**src/rtl/pbuf2ddr_pkg.sv**
```systemverilog
// Shared data widths and the bit-width helper for the pbuf read-back path.
package pbuf2ddr_pkg;

  localparam int DATA_W = 16;
  localparam int BATCH  = 4;
  localparam int DDR_W  = 64;

  function automatic int bw(input int n);
    return (n <= 2) ? 1 : $clog2(n);
  endfunction

endpackage

```
**src/rtl/pbuf2ddr_if.sv**
```systemverilog
// Bundles the pbuf read port and the DDR valid/ready stream of pbuf2ddr.
interface pbuf2ddr_if
  import pbuf2ddr_pkg::*;
#(
  parameter int ADDR_W = 8,
  parameter int SEL_W  = 5,
  parameter int DDR_WIDTH = DDR_W
) ();

  logic                 pbuf_rd_en;
  logic [SEL_W-1:0]     pbuf_rd_sel;
  logic [ADDR_W-1:0]    pbuf_rd_addr;
  logic [DDR_WIDTH-1:0] pbuf_rd_data;
  logic [DDR_WIDTH-1:0] ddr_data;
  logic                 ddr_valid;
  logic                 ddr_ready;

  modport master (
    output pbuf_rd_en, pbuf_rd_sel, pbuf_rd_addr, ddr_data, ddr_valid,
    input  pbuf_rd_data, ddr_ready
  );

  modport slave (
    input  pbuf_rd_en, pbuf_rd_sel, pbuf_rd_addr, ddr_data, ddr_valid,
    output pbuf_rd_data, ddr_ready
  );

endinterface

```
**src/rtl/pbuf2ddr_sync_fwft_fifo.sv**
```systemverilog
// Single-clock first-word-fall-through FIFO; rd_data always shows the head entry.
module sync_fwft_fifo #(
  parameter int WIDTH = 64,
  parameter int DEPTH = 8
) (
  input  logic                       clk,
  input  logic                       rst,
  input  logic                       wr_en,
  input  logic [WIDTH-1:0]           wr_data,
  input  logic                       rd_en,
  output logic [WIDTH-1:0]           rd_data,
  output logic                       empty,
  output logic                       full,
  output logic [$clog2(DEPTH+1)-1:0] count
);

  localparam int PTR_W = (DEPTH <= 2) ? 1 : $clog2(DEPTH);
  localparam int CNT_W = $clog2(DEPTH + 1);

  logic [WIDTH-1:0] r_mem [DEPTH];
  logic [PTR_W-1:0] r_wrPtr;
  logic [PTR_W-1:0] r_rdPtr;
  logic [CNT_W-1:0] r_count;
  logic             w_wr;
  logic             w_rd;

  assign empty   = (r_count == '0);
  assign full    = (r_count == CNT_W'(DEPTH));
  assign count   = r_count;
  assign rd_data = r_mem[r_rdPtr];
  assign w_wr    = wr_en && !full;
  assign w_rd    = rd_en && !empty;

  always_ff @(posedge clk) begin
    if (rst) begin
      r_wrPtr <= '0;
      r_rdPtr <= '0;
      r_count <= '0;
    end else begin
      if (w_wr) r_wrPtr <= (r_wrPtr == PTR_W'(DEPTH - 1)) ? '0 : r_wrPtr + PTR_W'(1);
      if (w_rd) r_rdPtr <= (r_rdPtr == PTR_W'(DEPTH - 1)) ? '0 : r_rdPtr + PTR_W'(1);
      r_count <= r_count + CNT_W'(w_wr) - CNT_W'(w_rd);
    end
  end

  // Storage carries no reset; only the pointers define what is valid.
  always_ff @(posedge clk) begin
    if (w_wr) r_mem[r_wrPtr] <= wr_data;
  end

  assert property (@(posedge clk) disable iff (rst) !(wr_en && full));

endmodule

```
**src/rtl/pbuf2ddr.sv**
```systemverilog
// Streams the enabled PE parameter buffers out to DDR, PE ascending then address ascending.
module pbuf2ddr
  import pbuf2ddr_pkg::*;
#(
  parameter int BUF_DEPTH  = 256,
  parameter int ADDR_W     = bw(BUF_DEPTH),
  parameter int PE_NUM     = 32,
  parameter int RD_LAT     = 2,
  parameter int FIFO_DEPTH = 8
) (
  input  logic              clk,
  input  logic              rst,
  input  logic              i_start,
  output logic              o_done,
  input  logic [7:0]        i_conf_trans_num,
  input  logic [PE_NUM-1:0] i_conf_mask,
  pbuf2ddr_if.master        bus
);

  localparam int SEL_W  = bw(PE_NUM);
  localparam int CRED_W = $clog2(FIFO_DEPTH + 1);
  localparam int CMP_W  = (ADDR_W > 8) ? ADDR_W : 8;

  typedef enum logic [1:0] {IDLE, SCAN, READ, DRAIN} state_t;

  if (DDR_W != DATA_W * BATCH) begin : g_badDdrWidth
    $error("pbuf2ddr: DDR_W must equal DATA_W*BATCH");
  end
  if (FIFO_DEPTH < RD_LAT + 2) begin : g_badFifoDepth
    $error("pbuf2ddr: FIFO_DEPTH must be at least RD_LAT+2");
  end

  state_t                r_state;
  state_t                w_nextState;
  logic [SEL_W-1:0]      r_peIdx;
  logic [SEL_W-1:0]      w_nextPeIdx;
  logic [ADDR_W-1:0]     r_addr;
  logic [ADDR_W-1:0]     w_nextAddr;
  logic [PE_NUM-1:0]     r_mask;
  logic [7:0]            r_transNum;
  logic [CRED_W-1:0]     r_credits;
  logic [RD_LAT-1:0]     r_rdPipe;
  logic                  w_issue;
  logic                  w_ret;
  logic                  w_pop;
  logic                  w_empty;
  logic                  w_full;
  logic                  w_lastAddr;
  logic                  w_lastPe;
  logic [CRED_W-1:0]     w_count;
  logic [DDR_W-1:0]      w_head;

  assign w_lastAddr = (CMP_W'(r_addr) == CMP_W'(r_transNum));
  assign w_lastPe   = (r_peIdx == SEL_W'(PE_NUM - 1));
  assign w_ret      = r_rdPipe[RD_LAT-1];
  assign w_pop      = !w_empty && bus.ddr_ready;

  assign o_done            = (r_state == IDLE);
  assign bus.pbuf_rd_en    = w_issue;
  assign bus.pbuf_rd_sel   = r_peIdx;
  assign bus.pbuf_rd_addr  = r_addr;
  assign bus.ddr_valid     = !w_empty;
  assign bus.ddr_data      = w_head;

  always_ff @(posedge clk) begin
    if (rst) begin
      r_state    <= IDLE;
      r_peIdx    <= '0;
      r_addr     <= '0;
      r_mask     <= '0;
      r_transNum <= '0;
      r_credits  <= CRED_W'(FIFO_DEPTH);
      r_rdPipe   <= '0;
    end else begin
      r_state   <= w_nextState;
      r_peIdx   <= w_nextPeIdx;
      r_addr    <= w_nextAddr;
      r_credits <= r_credits - CRED_W'(w_issue) + CRED_W'(w_pop);
      r_rdPipe  <= (r_rdPipe << 1) | RD_LAT'(w_issue);
      if (r_state == IDLE && i_start) begin
        r_mask     <= i_conf_mask;
        r_transNum <= i_conf_trans_num;
      end
    end
  end

  // A read is only issued when a FIFO slot is already reserved for its return.
  always_comb begin
    w_nextState = r_state;
    w_nextPeIdx = r_peIdx;
    w_nextAddr  = r_addr;
    w_issue     = 1'b0;
    case (r_state)
      IDLE: begin
        if (i_start) begin
          w_nextState = SCAN;
          w_nextPeIdx = '0;
          w_nextAddr  = '0;
        end
      end
      SCAN: begin
        if (r_mask[r_peIdx]) begin
          w_nextState = READ;
          w_nextAddr  = '0;
        end else if (w_lastPe) begin
          w_nextState = DRAIN;
        end else begin
          w_nextPeIdx = r_peIdx + SEL_W'(1);
        end
      end
      READ: begin
        if (r_credits != '0) begin
          w_issue    = 1'b1;
          w_nextAddr = r_addr + ADDR_W'(1);
          if (w_lastAddr) begin
            if (w_lastPe) begin
              w_nextState = DRAIN;
            end else begin
              w_nextState = SCAN;
              w_nextPeIdx = r_peIdx + SEL_W'(1);
            end
          end
        end
      end
      DRAIN: begin
        if (w_empty && r_rdPipe == '0) w_nextState = IDLE;
      end
      default: w_nextState = IDLE;
    endcase
  end

  sync_fwft_fifo #(
    .WIDTH (DDR_W),
    .DEPTH (FIFO_DEPTH)
  ) u_fifo (
    .clk     (clk),
    .rst     (rst),
    .wr_en   (w_ret),
    .wr_data (bus.pbuf_rd_data),
    .rd_en   (w_pop),
    .rd_data (w_head),
    .empty   (w_empty),
    .full    (w_full),
    .count   (w_count)
  );

  assert property (@(posedge clk) disable iff (rst) !(w_ret && w_full));
  assert property (@(posedge clk) disable iff (rst)
    int'(r_credits) + $countones(r_rdPipe) + int'(w_count) == FIFO_DEPTH);

endmodule

```
**src/flat_wrapper.sv**
```systemverilog
// flat-port wrapper written by rule: the top's interface ports become plain ports
module pbuf2ddr_flat import pbuf2ddr_pkg::*;
#(
  parameter int BUF_DEPTH  = 256,
  parameter int ADDR_W     = bw(BUF_DEPTH),
  parameter int PE_NUM     = 32,
  parameter int RD_LAT     = 2,
  parameter int FIFO_DEPTH = 8
)
  (clk, rst, i_start, o_done, i_conf_trans_num, i_conf_mask, bus_pbuf_rd_en, bus_pbuf_rd_sel, bus_pbuf_rd_addr, bus_ddr_data, bus_ddr_valid, bus_pbuf_rd_data, bus_ddr_ready);
  pbuf2ddr_if #(.ADDR_W(ADDR_W), .SEL_W(5), .DDR_WIDTH(DDR_W)) bus_i ();
  input  logic clk;
  input  logic rst;
  input  logic i_start;
  output logic o_done;
  input  logic [7:0] i_conf_trans_num;
  input  logic [PE_NUM-1:0] i_conf_mask;
  output wire logic [$bits(bus_i.pbuf_rd_en)-1:0] bus_pbuf_rd_en;
  output wire logic [$bits(bus_i.pbuf_rd_sel)-1:0] bus_pbuf_rd_sel;
  output wire logic [$bits(bus_i.pbuf_rd_addr)-1:0] bus_pbuf_rd_addr;
  output wire logic [$bits(bus_i.ddr_data)-1:0] bus_ddr_data;
  output wire logic [$bits(bus_i.ddr_valid)-1:0] bus_ddr_valid;
  input wire logic [$bits(bus_i.pbuf_rd_data)-1:0] bus_pbuf_rd_data;
  input wire logic [$bits(bus_i.ddr_ready)-1:0] bus_ddr_ready;
  assign bus_pbuf_rd_en = bus_i.pbuf_rd_en;
  assign bus_pbuf_rd_sel = bus_i.pbuf_rd_sel;
  assign bus_pbuf_rd_addr = bus_i.pbuf_rd_addr;
  assign bus_ddr_data = bus_i.ddr_data;
  assign bus_ddr_valid = bus_i.ddr_valid;
  assign bus_i.pbuf_rd_data = bus_pbuf_rd_data;
  assign bus_i.ddr_ready = bus_ddr_ready;
  pbuf2ddr #(.BUF_DEPTH(BUF_DEPTH), .ADDR_W(ADDR_W), .PE_NUM(PE_NUM), .RD_LAT(RD_LAT), .FIFO_DEPTH(FIFO_DEPTH)) u_core (.clk(clk), .rst(rst), .i_start(i_start), .o_done(o_done), .i_conf_trans_num(i_conf_trans_num), .i_conf_mask(i_conf_mask), .bus(bus_i));
endmodule
```
**config.mk**
```make
export PLATFORM = sky130hd
export DESIGN_NAME = pbuf2ddr_flat
export DESIGN_NICKNAME = d
export VERILOG_FILES = /design/src/rtl/pbuf2ddr_pkg.sv /design/src/rtl/pbuf2ddr_if.sv /design/src/rtl/pbuf2ddr_sync_fwft_fifo.sv /design/src/rtl/pbuf2ddr.sv /design/src/flat_wrapper.sv
export SDC_FILE = /design/constraint.sdc
export NUM_CORES = 1
export LEC_CHECK = 0
export BUFFER_PORTS_ARGS = -buffer_cell sky130_fd_sc_hd__buf_2
export CORE_MARGIN = 2
export CORE_UTILIZATION = 55
export CTS_BUF_LIST = sky130_fd_sc_hd__clkbuf_16
export CTS_CLUSTER_DIAMETER = 60
export DETAILED_ROUTE_END_ITERATION = 7
export MAX_ROUTING_LAYER = met4
export PLACE_DENSITY = 0.85
export SYNTH_ARGS = -nofsm -noshare
export SYNTH_HDL_FRONTEND = slang
export SYNTH_SLANG_ARGS = --single-unit
```
**constraint.sdc**
```tcl
create_clock -name clk -period 13.6 [get_ports clk]
set_input_delay 1.36 -clock clk [delete_from_list [all_inputs] [get_ports clk]]
set_output_delay 1.36 -clock clk [all_outputs]
set_load 0.005 [all_outputs]
```
---- Word level (Yosys, flattened, before mapping) ----
Memory sizes are Yosys's and may differ from the RTL's. A register that Yosys moved wholly into a read port is not among the register bits.
Index checks and enable logic that the tools add are counted.
cells by class
  $add $sub $neg .......................... 8
  $lt $le $gt $ge ......................... 1
  equality and inequality tests ........... 15
  mux-type cells .......................... 28
  bitwise gates (word level) .............. 1
  reduce and logical (&&, ||, !) cells .... 15
operators by type and width
  operator             number
  $mux 5               5
  $mux 8               3
  $pmux 8 s3           1
  $pmux 5 s3           1
  $mux 2               7
  $mux 3               4
  $reduce_and 5->1     2
  $add 4x1->4          2
  $add 8x1->8 const B  1
  $eq 8x8->1           1
  $ne 2x1->1 const B   4
  $pmux 2 s4           1
  $sub 4x1->4          2
  $add 3x1->3 const B  2
  $eq 3x3->1 const B   2
  $lt 5x6->1 const B   1
  $add 5x1->5 const B  1
  $bmux 1 s5           1
  $eq 5x5->1 const B   1
  $logic_and 1x1->1    5
  $mux 1               5
  $eq 2x2->1 const B   2
  $eq 4x4->1 const B   1
  $logic_not 2->1      2
  9 further kinds      11
storage, ports and cells
  flip-flop bits (word level) ............. 71
  memory bits (writable) .................. 512
  output and inout bits ................... 80
  word-level logic and storage cells ...... 79
  memories ................................ 1
memories
  memory               words  width  read ports  clocked after Yosys merged registers in  wr ports  line                           text
  u_core.u_fifo.r_mem  8      64     1           1                                        1         pbuf2ddr_sync_fwft_fifo.sv:20  logic [WIDTH-1:0] r_mem [DEPTH];

---- Depth between registers and ports, before layout ----
Gate-level depths: netlist (run 1).
  word-level depth ........................ 6
  gate-level depth with buffers ........... 12
  mapped depth without buffers ............ 12

---- Cells and area by module ----
From an unflattened synthesis (run 1), not the netlist that was laid out.
second synthesis, totals
  cells, all modules ...................... 1,181
  area, all modules ....................... 22,897.0 um^2
modules (own cells, without submodules)
  module          times used  cells each  area an instance (um^2)  seq. area each (um^2)
  sync_fwft_fifo  1           818         19,892.8                 15,635.0
  pbuf2ddr        1           363         3,004.1                  1,221.2

---- Worst setup path after synthesis (run 1) ----
No wires, ideal clock.
  path type ............................... register to register
  from .................................... register u_core.u_fifo.r_count[2], in the netlist u_core.u_fifo.count[2]
  to ...................................... memory u_core.u_fifo.r_mem[0][0], enable pin
  arrival time ............................ 6,885 ps
  required time ........................... 12,956 ps
  setup slack ............................. 6,071 ps
  stages on the path, launching flop included .. 6
  path buffers ............................ 0
  path through ............................ dfxtp_1 > inv_1 > ha_1 > nand2_1 > nand2_1 > nor4_1
between the ends
  longest elaborated chain between the ends .. 5
RTL lines
  element                       line                           text
  from (decl)                   pbuf2ddr_sync_fwft_fifo.sv:23  logic [CNT_W-1:0] r_count;
  from (signal assigned)        pbuf2ddr_sync_fwft_fifo.sv:42  r_count <= r_count + CNT_W'(w_wr) - CNT_W'(w_rd);
  $eq 4x4->1                    pbuf2ddr_sync_fwft_fifo.sv:28  assign full = (r_count == CNT_W'(DEPTH));
  $logic_not 1->1               pbuf2ddr_sync_fwft_fifo.sv:31  assign w_wr = wr_en && !full;
  $logic_and 1x1->1             pbuf2ddr_sync_fwft_fifo.sv:31
  $mux 1                        pbuf2ddr_sync_fwft_fifo.sv:48  if (w_wr) r_mem[r_wrPtr] <= wr_data;
  $mux 1 (not written as such)  pbuf2ddr_sync_fwft_fifo.sv:48
  to (decl)                     pbuf2ddr_sync_fwft_fifo.sv:20
No other way between the ends.

==> results of run 1 <==
## synth_stat cells (12+ instances only)
cell type | n | area [um^2]
mux2_2 | 64 | 721
mux4_2 | 128 | 2880
nand2_1 | 103 | 387
ha_1 | 22 | 275
edfxtp_1 | 512 | 15400
nor2_1 | 17 | 63.8
mux2i_1 | 16 | 160
clkbuf_1 | 38 | 143
buf_2 | 15 | 75.1
dfxtp_1 | 74 | 1480
a21oi_1 | 65 | 325
o21ai_0 | 12 | 60.1
inv_1 | 19 | 71.3
## per-stage QoR
stage	total power [W]	worst slack [ns]	util
after floorplan	0.00263	6.07	-
after global placement	0.00281	9.30	0.595
after detailed placement	0.00284	9.26	0.595
after CTS	0.00438	8.62	0.640
after global routing	0.00451	8.47	0.641
final	0.00434	8.78	0.641
## power groups by stage
stage | Sequential (W) | Combinational (W) | Clock [W]
global placement | 0.00211 | 0.000704 | 0
global route | 0.00208 | 0.000800 | 0.00163
floorplan | 0.00206 | 0.000563 | 0
detailed placement | 0.00211 | 0.000728 | 0
CTS | 0.00207 | 0.000740 | 0.00157
finish | 0.00207 | 0.000731 | 0.00154
## metal layers
layer  wire [um]  global-route usage  up-vias
met3        3200              0.0464       89
met4        1200              0.0729        0
met5           0                   -        -
met2       23900               0.372      517
li1            -                   -     5157
met1       18200               0.274     5937
## final timing paths
check	startpoint	to	slack [ns]	depth (start not counted)
worst min register to register	u_core.r_mask[12]	u_core.r_mask[12]	0.46	2
worst max-delay path	flop	bus_ddr_data[46]	8.78	4
worst min-delay path	u_core.r_mask[12]	u_core.r_mask[12]	0.46	2
worst max register to register	u_core.u_fifo.count[2]	u_core.u_fifo.r_mem[5][39]	10.58	6
## state kept, by name, indices dropped and copies added, names as in the netlist, named ones only
register                 count
u_core.bus.pbuf_rd_addr      8
u_core.bus.pbuf_rd_sel       5
u_core.r_credits             4
u_core.r_mask               32
u_core.r_rdPipe              2
u_core.r_state               2
u_core.r_transNum            8
u_core.u_fifo.count          4
u_core.u_fifo.r_mem        512
u_core.u_fifo.r_rdPtr        3
u_core.u_fifo.r_wrPtr        3
## cell type report
class                           count  area (um^2)
Multi-Input combinational cell    522         5640
Clock buffer                       57         1430
Fill cell                        2672        14700
Timing Repair Buffer              204         1060
Inverter                           20         75.1
Tap cell                          532          666
Antenna cell                       11         27.5
Sequential cell                   586        16900
Clock inverter                     47          407
## logic make-up (layout without fill, tap and decap cells)
family                   Yosys count  count (layout)
other                              0              11
buffers and inverters             79             328
adder cells (fa/ha/maj)           24              24
AND/OR/NAND/NOR                  176             176
AO/OA/AOI/OAI                    102             102
flip-flops                       586             586
XOR/XNOR                          12              12
multiplexers                     208             208
## critical path: stages, from the launching register on
cell     delay (ns)
dfxtp_4        0.81
buf_4          0.96
mux4_2         0.63
mux2_2         0.30
buf_2          0.14
==> flow_metrics.py, run 1 <==
metrics = {
    "clocking": {
        "ctsResizeCount": 0,
        "cts.sinks": 586,
        "cts.path.max_buffers": 3,
        "htree_levels": 2,
        "cts_tree": "done",
        "cts_buffers": 55,
        "clock-root-buffer": "clkbuf_16",
        "post-cts-setup-buffers": 0,
        "clkTransAtPathRegs_ns": 0.06,
        "clock_latency_ns": 0.60,
        "cts_hold_buffers": 0,
    },
    "routing": {
        "drt_iter0_markers": 1013,
        "via_count": 11700,
        "wirelength_um": 46500,
        "drc_errors": 0,
        "vias_per_cell": 5.91,
        "ant_nets": 0,
        "dr.pass1.iters": 6,
        "wl_per_cell_um": 23.5,
    },
    "yosys": {
        "synthCells": 1187,
        "synth_fp_nets": 1319,
        "synth-edff-count": 512,
        "synth_xor_area_frac": 0.00461,
        "synth-compound-area-share": 0.0268,
        "syn-cell-area_um2": 22800,
        "ys_seq_area_frac": 0.740,
        "yosys_warnings": 0,
        "synth-async-reset-ratio": 0,
        "synth_top_family_by_area": "multiplexers",
        "synth.avg_cell_area_um2": 19.2,
        "synthDistinctLibCells": 51,
        "muxShareOfSynthArea": 0.165,
        "ys.flop_type": "edfxtp_1",
        "ys_seq_elements": 586,
        "synth_adder_area_share": 0.0138,
        "yosys.area_share.simple": 0.0350,
    },
    "sta": {
        "slew_headroom": 0.197,
        "final_max_slew_viol_count": 0,
        "setup_viol": 0,
        "period_minus_slack_ns": 4.82,
        "final_hold_viol_count": 0,
        "worstMarginPinSlew_ns": 1.20,
        "holdWs_ns": 0.456,
        "finalSetupTns_ns": 0,
        "fin_skew_ns": 0.0221,
        "period_share": 0.354,
        "fmax_ghz": 0.207,
        "grt_setup_unrepaired": "no",
    },
    "power": {
        "seq_power_share": 0.477,
        "switching_share": 0.247,
        "p_int_w": 0.00327,
        "switching_power_w": 0.00107,
        "clkPwrFrac": 0.355,
        "leakage_nw": 8.71,
        "combPwrFrac": 0.168,
        "ir_worst_vdd_uv": 127,
        "powerDensity_nw_per_um2": 166,
    },
    "die": {
        "die_h_um": 208,
        "row_count": 74,
        "dieArea_um2": 43100,
        "die_w_um": 208,
        "core_area_um2": 40800,
        "start_util": 0.558,
        "ioPinCount": 188,
    },
    "worst_hold_path": {
        "hp-class": "reg -> reg",
    },
    "worst_setup_path": {
        "crit_fanout": 57,
        "critPathLaunchType": "flop",
        "critPathKind": "reg -> out",
        "cp.required_ns": 12.24,
        "crit_path_end_kind": "output pin",
        "worstPathArrival_ns": 3.46,
    },
    "placement": {
        "hpwl_um": 25200,
        "port_buffers": 187,
        "placed_area_um2": 24300,
        "gp_congestion": 0.775,
        "place_inst": 1864,
    },
    "global_route": {
        "grt_pass1_wl_um": 70300,
        "antenna_found_initial": 9,
        "grt_max_degree": 77,
        "first_global_vias": 12158,
        "overflow": 0,
        "track_usage": 0.223,
    },
    "finish": {
        "final_common_cell": "edfxtp_1",
        "mostFrequentLayoutCells": "512 x edfxtp_1, 187 x buf_2, 128 x mux4_2",
        "final_area_um2": 26200,
        "layout-drive-gt1-share": 0.345,
        "area_growth_pct": 14.8,
        "final_cells": 1979,
        "final_nets": 1521,
    },
    "outcome": {
        "status": "complete, no violations",
    },
    "run": {
        "maxCapViolations": 0,
    },
}
(Power assumes the default switching activity.)
==> run 2: changes to the inputs <==
--- a/config.mk
+++ b/config.mk
@@ -5,6 +5,7 @@
 export SDC_FILE = /design/constraint.sdc
 export NUM_CORES = 1
 export LEC_CHECK = 0
+export ABC_AREA = 1
 export BUFFER_PORTS_ARGS = -buffer_cell sky130_fd_sc_hd__buf_2
 export CORE_MARGIN = 2
 export CORE_UTILIZATION = 55
==> constraint.sdc (replaced) <==
create_clock -name clk -period 5 [get_ports clk]
set_input_delay 0.5 -clock clk [delete_from_list [all_inputs] [get_ports clk]]
set_output_delay 0.5 -clock clk [all_outputs]
set_load 0.005 [all_outputs]
==> flow_metrics.py, run 2 <==
metrics = {
    "yosys": {
        "synth-async-reset-ratio": 0,
        "ys_seq_area_frac": 0.723,
        "ys_seq_elements": 586,
        "yosysTopAreaCellShare": 0.660,
        "synth_fp_nets": 2089,
        "synth.avg_cell_area_um2": 11.9,
        "syn-cell-area_um2": 23300,
        "synth_top_area_cell": "edfxtp_1",
        "synthCells": 1957,
        "ys.flop_type": "edfxtp_1",
        "yosys_warnings": 0,
        "yosys-top-cells-count": "559 x nor2_1, 512 x edfxtp_1, 307 x o21ai_0",
        "netlist_top_cells_area": "edfxtp_1 66%, nor2_1 9.0%, o21ai_0 6.6%",
        "yosysMostFrequentCell": "nor2_1",
        "synthDistinctLibCells": 41,
        "synth-edff-count": 512,
    },
    "power": {
        "clkPwrFrac": 0.308,
        "leakage_nw": 9.27,
        "powerDensity_nw_per_um2": 496,
        "ir_worst_vdd_uv": 399,
        "p_int_w": 0.00892,
        "seq_power_share": 0.432,
        "switching_power_w": 0.00419,
        "switching_share": 0.320,
        "combPwrFrac": 0.260,
    },
    "routing": {
        "drt_iter0_markers": 1763,
        "wl_per_cell_um": 19.7,
        "via_count": 15807,
        "ant_nets": 0,
        "vias_per_cell": 5.85,
        "wirelength_um": 53200,
        "drc_errors": 0,
        "dr.pass1.iters": 5,
    },
    "die": {
        "ioPinCount": 188,
        "die_h_um": 210,
        "row_count": 75,
        "start_util": 0.557,
        "dieArea_um2": 44000,
        "die_w_um": 210,
        "core_area_um2": 41900,
    },
    "clocking": {
        "clock_latency_ns": 0.63,
        "ctsResizeCount": 0,
        "post-cts-setup-buffers": 0,
        "cts_buffers": 57,
        "clock-root-buffer": "clkbuf_16",
        "clkTransAtPathRegs_ns": 0.06,
        "cts.sinks": 586,
        "htree_levels": 2,
        "cts.path.max_buffers": 3,
        "cts_hold_buffers": 0,
        "cts_tree": "done",
    },
    "sta": {
        "fmax_ghz": 0.250,
        "holdWs_ns": 0.132,
        "period_minus_slack_ns": 4.00,
        "final_max_slew_viol_count": 0,
        "fin_skew_ns": 0.0318,
        "grt_setup_unrepaired": "no",
        "worst_slack_ns": 1.00,
        "period_share": 0.799,
        "slew_headroom": 0.0534,
        "setup_viol": 0,
        "finalSetupTns_ns": 0,
        "worstMarginPinSlew_ns": 1.42,
        "final_hold_viol_count": 0,
    },
    "worst_setup_path": {
        "crit_fanout": 56,
        "r2r-start": "u_core.u_fifo.count[2]",
        "rrSetupSlack_ns": 2.06,
        "critPathLaunchType": "flop",
        "crit_path_end_kind": "output pin",
        "timing.rr.end": "u_core.u_fifo.r_mem[7][15]",
        "reg2regPathDepth": 9,
        "worstPathArrival_ns": 3.50,
        "cp.required_ns": 4.50,
        "critPathKind": "reg -> out",
    },
    "global_route": {
        "first_global_vias": 15843,
        "grt_max_degree": 257,
        "track_usage": 0.248,
        "grt_pass1_wl_um": 83400,
        "overflow": 0,
        "antenna_found_initial": 14,
    },
    "placement": {
        "port_buffers": 187,
        "gp_congestion": 0.819,
        "place_inst": 2587,
        "post-place-ws_ns": 1.66,
        "hpwl_um": 30000,
    },
    "worst_hold_path": {
        "hp-class": "in -> reg",
        "hold_end": "u_core.u_fifo.r_mem[1][38]",
        "hold_start": "bus_pbuf_rd_data[38]",
        "whs_path_depth": 1,
    },
    "finish": {
        "reg.largest.list": "u_core.u_fifo.r_mem: 512 flops, u_core.r_mask: 32 flops",
        "regMostFlops": "u_core.u_fifo.r_mem",
        "final_nets": 2239,
        "mostFrequentLayoutCells": "551 x nor2_1, 512 x edfxtp_1, 307 x o21ai_0",
        "fill_cells": 3036,
        "largest_reg_flops": 512,
        "multi_input_area_um2": 5830,
        "area_growth_pct": 13.5,
        "final_util": 0.632,
        "seq_area_um2": 16900,
        "final_cells": 2701,
        "layout-drive-gt1-share": 0.152,
        "final_common_cell": "nor2_1",
    },
    "outcome": {
        "status": "complete, no violations",
    },
    "run": {
        "maxCapViolations": 0,
    },
}
-- run 2: cell types whose count changed in the layout (fill, tap and decap cells not counted), sizes merged, moves of 16 or more --
cell and delta:
a31oi +61, mux2 -64, o21ai +296, mux4 -128, nand2 -20, nor2 +542
inv +20, nand3 +39, a21oi -38, mux2i -16, o22ai +64
-- run 2: power by group through the flow --
| stage | clock network, W | registers, W | logic [W] |
|---|---|---|---|
| 3_3_place_gp | 0 | 0.00576 | 0.00323 |
| 3_5_place_dp | 0 | 0.00577 | 0.00337 |
| 2_1_floorplan | 0 | 0.00569 | 0.00230 |
| 6_report | 0.00404 | 0.00567 | 0.00341 |
| 4_1_cts | 0.00408 | 0.00567 | 0.00340 |
| 5_1_grt | 0.00428 | 0.00569 | 0.00378 |
-- run 2: final cells by class --
type | instances | area share
antenna | 13 | 0.00123
tap | 539 | 0.0255
sequential | 586 | 0.637
clock buffer | 58 | 0.0548
clock inverter | 43 | 0.0119
inverter | 48 | 0.00738
timing repair buffer | 208 | 0.0418
multi-input combinational | 1206 | 0.220
-- run 2: per-stage QoR --
step           cell area (um^2)  total power [W]
6_report                  26500           0.0131
3_5_place_dp              24700          0.00914
4_1_cts                   26400           0.0132
2_1_floorplan             23300          0.00799
3_3_place_gp              24700          0.00899
5_1_grt                   26500           0.0138
-- run 2: kinds of logic after synthesis --
logic type	synth area share
and+or+nand+nor	0.119
DFF	0.723
AOI/OAI and AO/OA	0.110
buffers and inverters	0.0294
adders and majority gates	0.0135
xor gates and xnor gates	0.00413
-- run 2: worst max path at each step --
stage                                      start                        end  slack [ns]  depth (start not counted)
after global routing                        flop           bus_ddr_data[27]        0.87                          7
final                                       flop           bus_ddr_data[18]        1.00                          7
after CTS                                   flop           bus_ddr_data[15]        1.02                          7
after global placement                      flop           bus_ddr_data[15]        1.68                          7
after floorplan           u_core.u_fifo.count[2]  u_core.u_fifo.r_mem[1][0]        0.87                          8
after detailed placement                    flop           bus_ddr_data[18]        1.66                          7
-- run 2: metal layers --
metal  track usage  wire length [um]
met1         0.310             20800
met2         0.407             26500
met3        0.0480              4300
met4        0.0932              1580
met5             -                 0
-- run 2: worst max-delay path: stages, from the launching register on --
cell and delay, ns:
dfxtp_4 0.56, buf_4 0.52, buf_4 0.62, o21ai_0 0.19, o22ai_1 0.23, nor2_1 0.07
a31oi_1 0.41, buf_2 0.20
